### src/rtl/id_operand_stage.sv
// ToruMIPS decode/operand-fetch stage: decodes IF/ID, requests register reads, resolves
// operands with EX/MEM forwarding, detects load-use hazards and fills the ID/EX register.
module id_operand_stage #(
  parameter int unsigned DATA_W  = 32,
  parameter int unsigned RADDR_W = 5
) (
  input  logic               clk,
  input  logic               rst,
  input  logic               if_valid,
  input  logic [31:0]        if_inst,
  input  logic [31:0]        if_pc,
  input  logic               stall_in,
  input  logic               flush,
  output logic               re1,
  output logic               re2,
  output logic [RADDR_W-1:0] raddr1,
  output logic [RADDR_W-1:0] raddr2,
  input  logic [DATA_W-1:0]  rdata1,
  input  logic [DATA_W-1:0]  rdata2,
  input  logic               ex_wreg_i,
  input  logic [RADDR_W-1:0] ex_wd_i,
  input  logic [DATA_W-1:0]  ex_wdata_i,
  input  logic               ex_is_load_i,
  input  logic               mem_wreg_i,
  input  logic [RADDR_W-1:0] mem_wd_i,
  input  logic [DATA_W-1:0]  mem_wdata_i,
  output logic               stall_req,
  output logic               ex_valid,
  output logic [3:0]         ex_aluop,
  output logic [DATA_W-1:0]  ex_src1,
  output logic [DATA_W-1:0]  ex_src2,
  output logic [DATA_W-1:0]  ex_store_data,
  output logic [RADDR_W-1:0] ex_wd,
  output logic               ex_wreg,
  output logic [31:0]        ex_pc,
  output logic               ex_inst_err
);

  localparam logic [3:0] AluNop  = 4'd0;
  localparam logic [3:0] AluAddu = 4'd1;
  localparam logic [3:0] AluSubu = 4'd2;
  localparam logic [3:0] AluAnd  = 4'd3;
  localparam logic [3:0] AluOr   = 4'd4;
  localparam logic [3:0] AluXor  = 4'd5;
  localparam logic [3:0] AluSlt  = 4'd6;
  localparam logic [3:0] AluLui  = 4'd7;
  localparam logic [3:0] AluLw   = 4'd8;
  localparam logic [3:0] AluSw   = 4'd9;

  // Operand-shape classes selecting how src1/src2/store_data are formed
  localparam logic [2:0] KNone = 3'd0;
  localparam logic [2:0] KReg  = 3'd1;
  localparam logic [2:0] KZext = 3'd2;
  localparam logic [2:0] KSext = 3'd3;
  localparam logic [2:0] KLui  = 3'd4;
  localparam logic [2:0] KSw   = 3'd5;

  logic [5:0]         op;
  logic [5:0]         funct;
  logic [RADDR_W-1:0] rs;
  logic [RADDR_W-1:0] rt;
  logic [RADDR_W-1:0] rd;
  logic [15:0]        imm;
  logic               unused_shamt;

  assign op           = if_inst[31:26];
  assign rs           = if_inst[25:21];
  assign rt           = if_inst[20:16];
  assign rd           = if_inst[15:11];
  assign funct        = if_inst[5:0];
  assign imm          = if_inst[15:0];
  assign unused_shamt = ^if_inst[10:6];

  logic [3:0]         dec_aluop;
  logic [2:0]         dec_kind;
  logic               dec_re1;
  logic               dec_re2;
  logic [RADDR_W-1:0] dec_ra1;
  logic [RADDR_W-1:0] dec_ra2;
  logic [RADDR_W-1:0] dec_wd;
  logic               dec_wreg;
  logic               dec_err;
  logic [DATA_W-1:0]  op1;
  logic [DATA_W-1:0]  op2;
  logic [DATA_W-1:0]  dec_src1;
  logic [DATA_W-1:0]  dec_src2;
  logic [DATA_W-1:0]  dec_store;

  function automatic logic [DATA_W-1:0] resolve(input logic [RADDR_W-1:0] a,
                                                input logic [DATA_W-1:0]  rf);
    if (a == '0)                                         return '0;
    else if (ex_wreg_i && ex_wd_i == a && !ex_is_load_i) return ex_wdata_i;
    else if (mem_wreg_i && mem_wd_i == a)                return mem_wdata_i;
    else                                                 return rf;
  endfunction

  always_comb begin
    dec_aluop = AluNop;
    dec_kind  = KNone;
    dec_wd    = '0;
    dec_wreg  = 1'b0;
    dec_err   = 1'b0;
    unique case (op)
      6'b000000: begin
        unique case (funct)
          6'b100001: dec_aluop = AluAddu;
          6'b100011: dec_aluop = AluSubu;
          6'b100100: dec_aluop = AluAnd;
          6'b100101: dec_aluop = AluOr;
          6'b100110: dec_aluop = AluXor;
          6'b101010: dec_aluop = AluSlt;
          default:   dec_aluop = AluNop;
        endcase
        if (dec_aluop != AluNop) begin
          dec_kind = KReg;
          dec_wd   = rd;
          dec_wreg = 1'b1;
        end else begin
          // The all-zero word is the canonical NOP, not an illegal instruction
          dec_err = (if_inst != 32'h0);
        end
      end
      6'b001100: begin dec_aluop = AluAnd;  dec_kind = KZext; dec_wd = rt; dec_wreg = 1'b1; end
      6'b001101: begin dec_aluop = AluOr;   dec_kind = KZext; dec_wd = rt; dec_wreg = 1'b1; end
      6'b001110: begin dec_aluop = AluXor;  dec_kind = KZext; dec_wd = rt; dec_wreg = 1'b1; end
      6'b001001: begin dec_aluop = AluAddu; dec_kind = KSext; dec_wd = rt; dec_wreg = 1'b1; end
      6'b100011: begin dec_aluop = AluLw;   dec_kind = KSext; dec_wd = rt; dec_wreg = 1'b1; end
      6'b001111: begin dec_aluop = AluLui;  dec_kind = KLui;  dec_wd = rt; dec_wreg = 1'b1; end
      6'b101011: begin dec_aluop = AluSw;   dec_kind = KSw; end
      default:   dec_err = 1'b1;
    endcase

    dec_re1 = if_valid && (dec_kind == KReg || dec_kind == KZext ||
                           dec_kind == KSext || dec_kind == KSw);
    dec_re2 = if_valid && (dec_kind == KReg || dec_kind == KSw);
    dec_ra1 = dec_re1 ? rs : '0;
    dec_ra2 = dec_re2 ? rt : '0;

    op1 = resolve(dec_ra1, rdata1);
    op2 = resolve(dec_ra2, rdata2);

    dec_src1  = '0;
    dec_src2  = '0;
    dec_store = '0;
    case (dec_kind)
      KReg:  begin dec_src1 = op1; dec_src2 = op2; end
      KZext: begin dec_src1 = op1; dec_src2 = {{(DATA_W-16){1'b0}}, imm}; end
      KSext: begin dec_src1 = op1; dec_src2 = {{(DATA_W-16){imm[15]}}, imm}; end
      KLui:  dec_src2 = {imm, {(DATA_W-16){1'b0}}};
      KSw: begin
        dec_src1  = op1;
        dec_src2  = {{(DATA_W-16){imm[15]}}, imm};
        dec_store = op2;
      end
      default: ;
    endcase
  end

  assign re1    = dec_re1;
  assign re2    = dec_re2;
  assign raddr1 = dec_ra1;
  assign raddr2 = dec_ra2;

  assign stall_req = if_valid && ex_is_load_i && ex_wreg_i && (ex_wd_i != '0) &&
                     ((dec_re1 && dec_ra1 == ex_wd_i) || (dec_re2 && dec_ra2 == ex_wd_i));

  always_ff @(posedge clk) begin
    if (rst || flush || (!stall_in && (stall_req || !if_valid))) begin
      ex_valid      <= 1'b0;
      ex_aluop      <= AluNop;
      ex_src1       <= '0;
      ex_src2       <= '0;
      ex_store_data <= '0;
      ex_wd         <= '0;
      ex_wreg       <= 1'b0;
      ex_pc         <= '0;
      ex_inst_err   <= 1'b0;
    end else if (!stall_in) begin
      ex_valid      <= 1'b1;
      ex_aluop      <= dec_aluop;
      ex_src1       <= dec_src1;
      ex_src2       <= dec_src2;
      ex_store_data <= dec_store;
      ex_wd         <= dec_wd;
      ex_wreg       <= dec_wreg;
      ex_pc         <= if_pc;
      ex_inst_err   <= dec_err;
    end
  end

endmodule

### config.mk
export PLATFORM = sky130hd
export DESIGN_NAME = id_operand_stage
export DESIGN_NICKNAME = d
export VERILOG_FILES = /design/src/rtl/id_operand_stage.sv
export SDC_FILE = /design/constraint.sdc
export NUM_CORES = 1
export LEC_CHECK = 0
export ABC_AREA = 0
export CAP_MARGIN = 20
export CORE_AREA = 2 2 140 142
export DETAILED_ROUTE_END_ITERATION = 16
export DIE_AREA = 0 0 142 144
export GPL_TIMING_DRIVEN = 0
export PLACE_DENSITY = 0.81
export SLEW_MARGIN = 10
export SYNTH_ARGS = -nofsm -noshare
export SYNTH_HDL_FRONTEND = slang
export SYNTH_SLANG_ARGS = --single-unit
### constraint.sdc
create_clock -name clk -period 8.3 [get_ports clk]
set_input_delay 1.66 -clock clk [delete_from_list [all_inputs] [get_ports clk]]
set_output_delay 1.66 -clock clk [all_outputs]
set_load 0.005 [all_outputs]
==> metrics <==
Design Area, Final 12250 sq um; initial drt markers 762; number of synthesized flops with an enable pin 0; Synth area leaders dfxtp_1, nor2_1, mux2i_1, a32o_1, o311ai_1; io pins 363; Via Count 9421; combinational share of power 17.9%; Root Buffer clkbuf_16; sequential area share after synthesis 35.63%; vias in the first global route 9232; M1 WL 13.74 mm; synthesized instance count 945; Routed Wire Length 35.30 mm; Tcrit/Tclk final 74.18%; Worst-Skew Late Latency 0.43 ns; share of cells above drive strength 1 7.374%; Die Area 20450 sq um; RSZ-0062 raised after global routing no; dpl cell area 11700 sq um; total CTS buffers 17; met2 routed WL 17.05 mm; Sink Count 140; Area growth, synth to finish 55.70%; critical path type in2out; Syn Std Cell Area 7866 sq um; Sw Share 27.75%; port bufs 352; worst slew pin tran 0.8645 ns; CTS tree done; Tot Pwr 1.729 mW; vias per inst 6.012; total track usage 33.49%; num rows 51; Post-Syn Nets 1155; status completed; worst-case vdd ir drop 0.1509 mV; Worst-path clk slew 0.06 ns; PostCTS Resize Cnt 0; first drt pass iteration count 6; largest net degree at the start of global routing 17; number of buffers added for setup after CTS 0; first-pass GRT wire length 52.56 mm; Wirelength per Cell 22.53 microns; initial antenna violation count 0; Detail Route met3 WL 3.159 mm; ant diodes 0; Setup crit start kind input port; Slew HR 42.37%; worst endpoint required time 6.64 ns; internal power of the cells 1.250 mW; Yosys top cell area share 35.63%; Post-synth ARST share 0%; Power Dens Cells 141.2 nW/um^2; hold_buf cts 0; setup TNS 0 ns; clk_skew 0 ns; gpl congestion 0.9062; Die Wd 142 microns; Starting Density 41.23%; Netlist cell types 78; Yosys reg bits 140; CP Max Fanout 10; Antenna Nets Post-Route 0; Bufs on Longest Clock Path 2; gr ovfl total 0; final net count 1527; Top Layer Used met4; syn avg cell area 8.324 sq um; DRC violations left 0; HP Class reg2reg; sequential power share 39.5%; Synth Flop Type dfxtp_1; H-Tree Depth 4; clock share of power 42.6%; die outline height 144 microns; Final Hold Fails 0; Worst setup EP type output pin; largest area contributor in the netlist dfxtp_1; max-slew violation count 0; leakage power 4.315 nW; core area 19080 sq um; Final setup viols 0; placed wire-length estimate 27.48 mm; Synth warnings 0; maxcap violations 0; min Tclk post-route 6.157 ns; WP data arrival 4.50 ns; fmax 0.1624 GHz; Net Sw Power 0.4799 mW
flip-flops by register name, summed over array words and instances, names as in the netlist:
signal and cells:
ex_aluop 4, ex_inst_err 1, ex_pc 32, ex_src1 32, ex_src2 32, ex_store_data 32, ex_valid 1, ex_wd 5
ex_wreg 1
per-stage QoR:
| stage | worst slack (ns) | hold slack (ns) | cells | util, % |
|---|---|---|---|---|
| 5_1_grt | 2.046 | 0.4669 | 1567 | 64.19 |
| 3_3_place_gp | 2.203 | 0.4339 | 1535 | 61.26 |
| 4_1_cts | 2.180 | 0.4548 | 1567 | 64.19 |
| 2_1_floorplan | 3.400 | 0.4466 | 945 | - |
| 6_report | 2.143 | 0.4557 | 1567 | 64.19 |
| 3_5_place_dp | 2.184 | 0.4413 | 1536 | 61.32 |
power by group through the flow:
| stage | combinational (mW) | sequential, mW | clock (mW) |
|---|---|---|---|
| global placement | 0.301 | 0.698 | 0 |
| finish | 0.309 | 0.684 | 0.737 |
| CTS | 0.305 | 0.684 | 0.737 |
| global route | 0.328 | 0.684 | 0.769 |
| floorplan | 0.127 | 0.699 | 0 |
| detailed placement | 0.302 | 0.699 | 0 |
critical path: stages:
cell and delay [ns]:
clkdlybuf4s50_1 0.74, nor4b_2 0.35, nand2_2 0.16, o21bai_4 0.21, buf_6 0.17, o21ai_1 0.15
o211ai_2 0.27, a31oi_1 0.13, nor2_1 0.14, clkdlybuf4s50_1 0.52
placed cells by master, fill, tap and decap left out, types with 5 or more instances in the layout:
master | netlist | layout
clkbuf_1 | 51 | 53
dfxtp_1 | 140 | 140
o21a_1 | 34 | 34
or2_0 | 28 | 28
nand2_1 | 45 | 45
o21ai_0 | 49 | 49
buf_2 | 33 | 33
clkdlybuf4s50_1 | 0 | 352
clkinvlp_4 | 0 | 5
clkbuf_16 | 0 | 17
or2_2 | 7 | 7
inv_1 | 42 | 42
a32o_1 | 33 | 33
a21oi_1 | 45 | 45
nor4_1 | 8 | 8
a211oi_1 | 33 | 33
a22oi_1 | 16 | 16
and2_1 | 5 | 5
nand3b_1 | 5 | 5
mux2i_1 | 34 | 34
nand3_1 | 8 | 8
o31ai_1 | 32 | 32
a31oi_1 | 9 | 9
xnor2_1 | 10 | 10
nor3_1 | 8 | 7
o311ai_1 | 32 | 32
o32ai_1 | 32 | 32
o211ai_1 | 5 | 5
nor2_1 | 117 | 117
and3_1 | 6 | 6
cell type report:
cell class	instances	area, sq um
buffer	90	402.9
clock buffer	19	432.9
clock inverter	12	115.1
fill	1634	6832
inverter	43	161.4
multi-input combinational	672	4504
sequential	140	2803
tap	238	297.8
timing repair buffer	353	3531
worst paths after layout:
| kind | start | to | slack (ns) | depth (start not counted) |
|---|---|---|---|---|
| hold / removal | ex_store_data[25]$_SDFFE_PP0N_ | ex_store_data[25]$_SDFFE_PP0N_ | 0.46 | 2 |
| hold reg to reg | ex_store_data[25]$_SDFFE_PP0N_ | ex_store_data[25]$_SDFFE_PP0N_ | 0.46 | 2 |
| setup / recovery | if_inst[5] | stall_req | 2.14 | 10 |
| setup reg to reg | ex_src2[2]$_SDFFE_PP0N_ | ex_src2[2]$_SDFFE_PP0N_ | 7.48 | 2 |
cells by family after synthesis:
logic type,share of synthesized area (%)
AOI/OAI and AO/OA,34.10
and+or+nand+nor,17.21
DFF,35.63
buffers and inverters,7.173
muxes,4.326
xor gates and xnor gates,1.559
metal layers:
layer / up-vias / track usage, %
met1: 4450 / 39.41
met3: 92 / 7.815
met2: 579 / 58.53
met4: 0 / 14.32
li1: 4300 / -
met5: - / 0
Yosys cell counts (33+ instances only):
cell / n
dfxtp_1: 140
nor2_1: 117
clkbuf_1: 51
o21ai_0: 49
a21oi_1: 45
nand2_1: 45
inv_1: 42
mux2i_1: 34
o21a_1: 34
a211oi_1: 33
a32o_1: 33
buf_2: 33
Power figures use the tool's default switching activity.
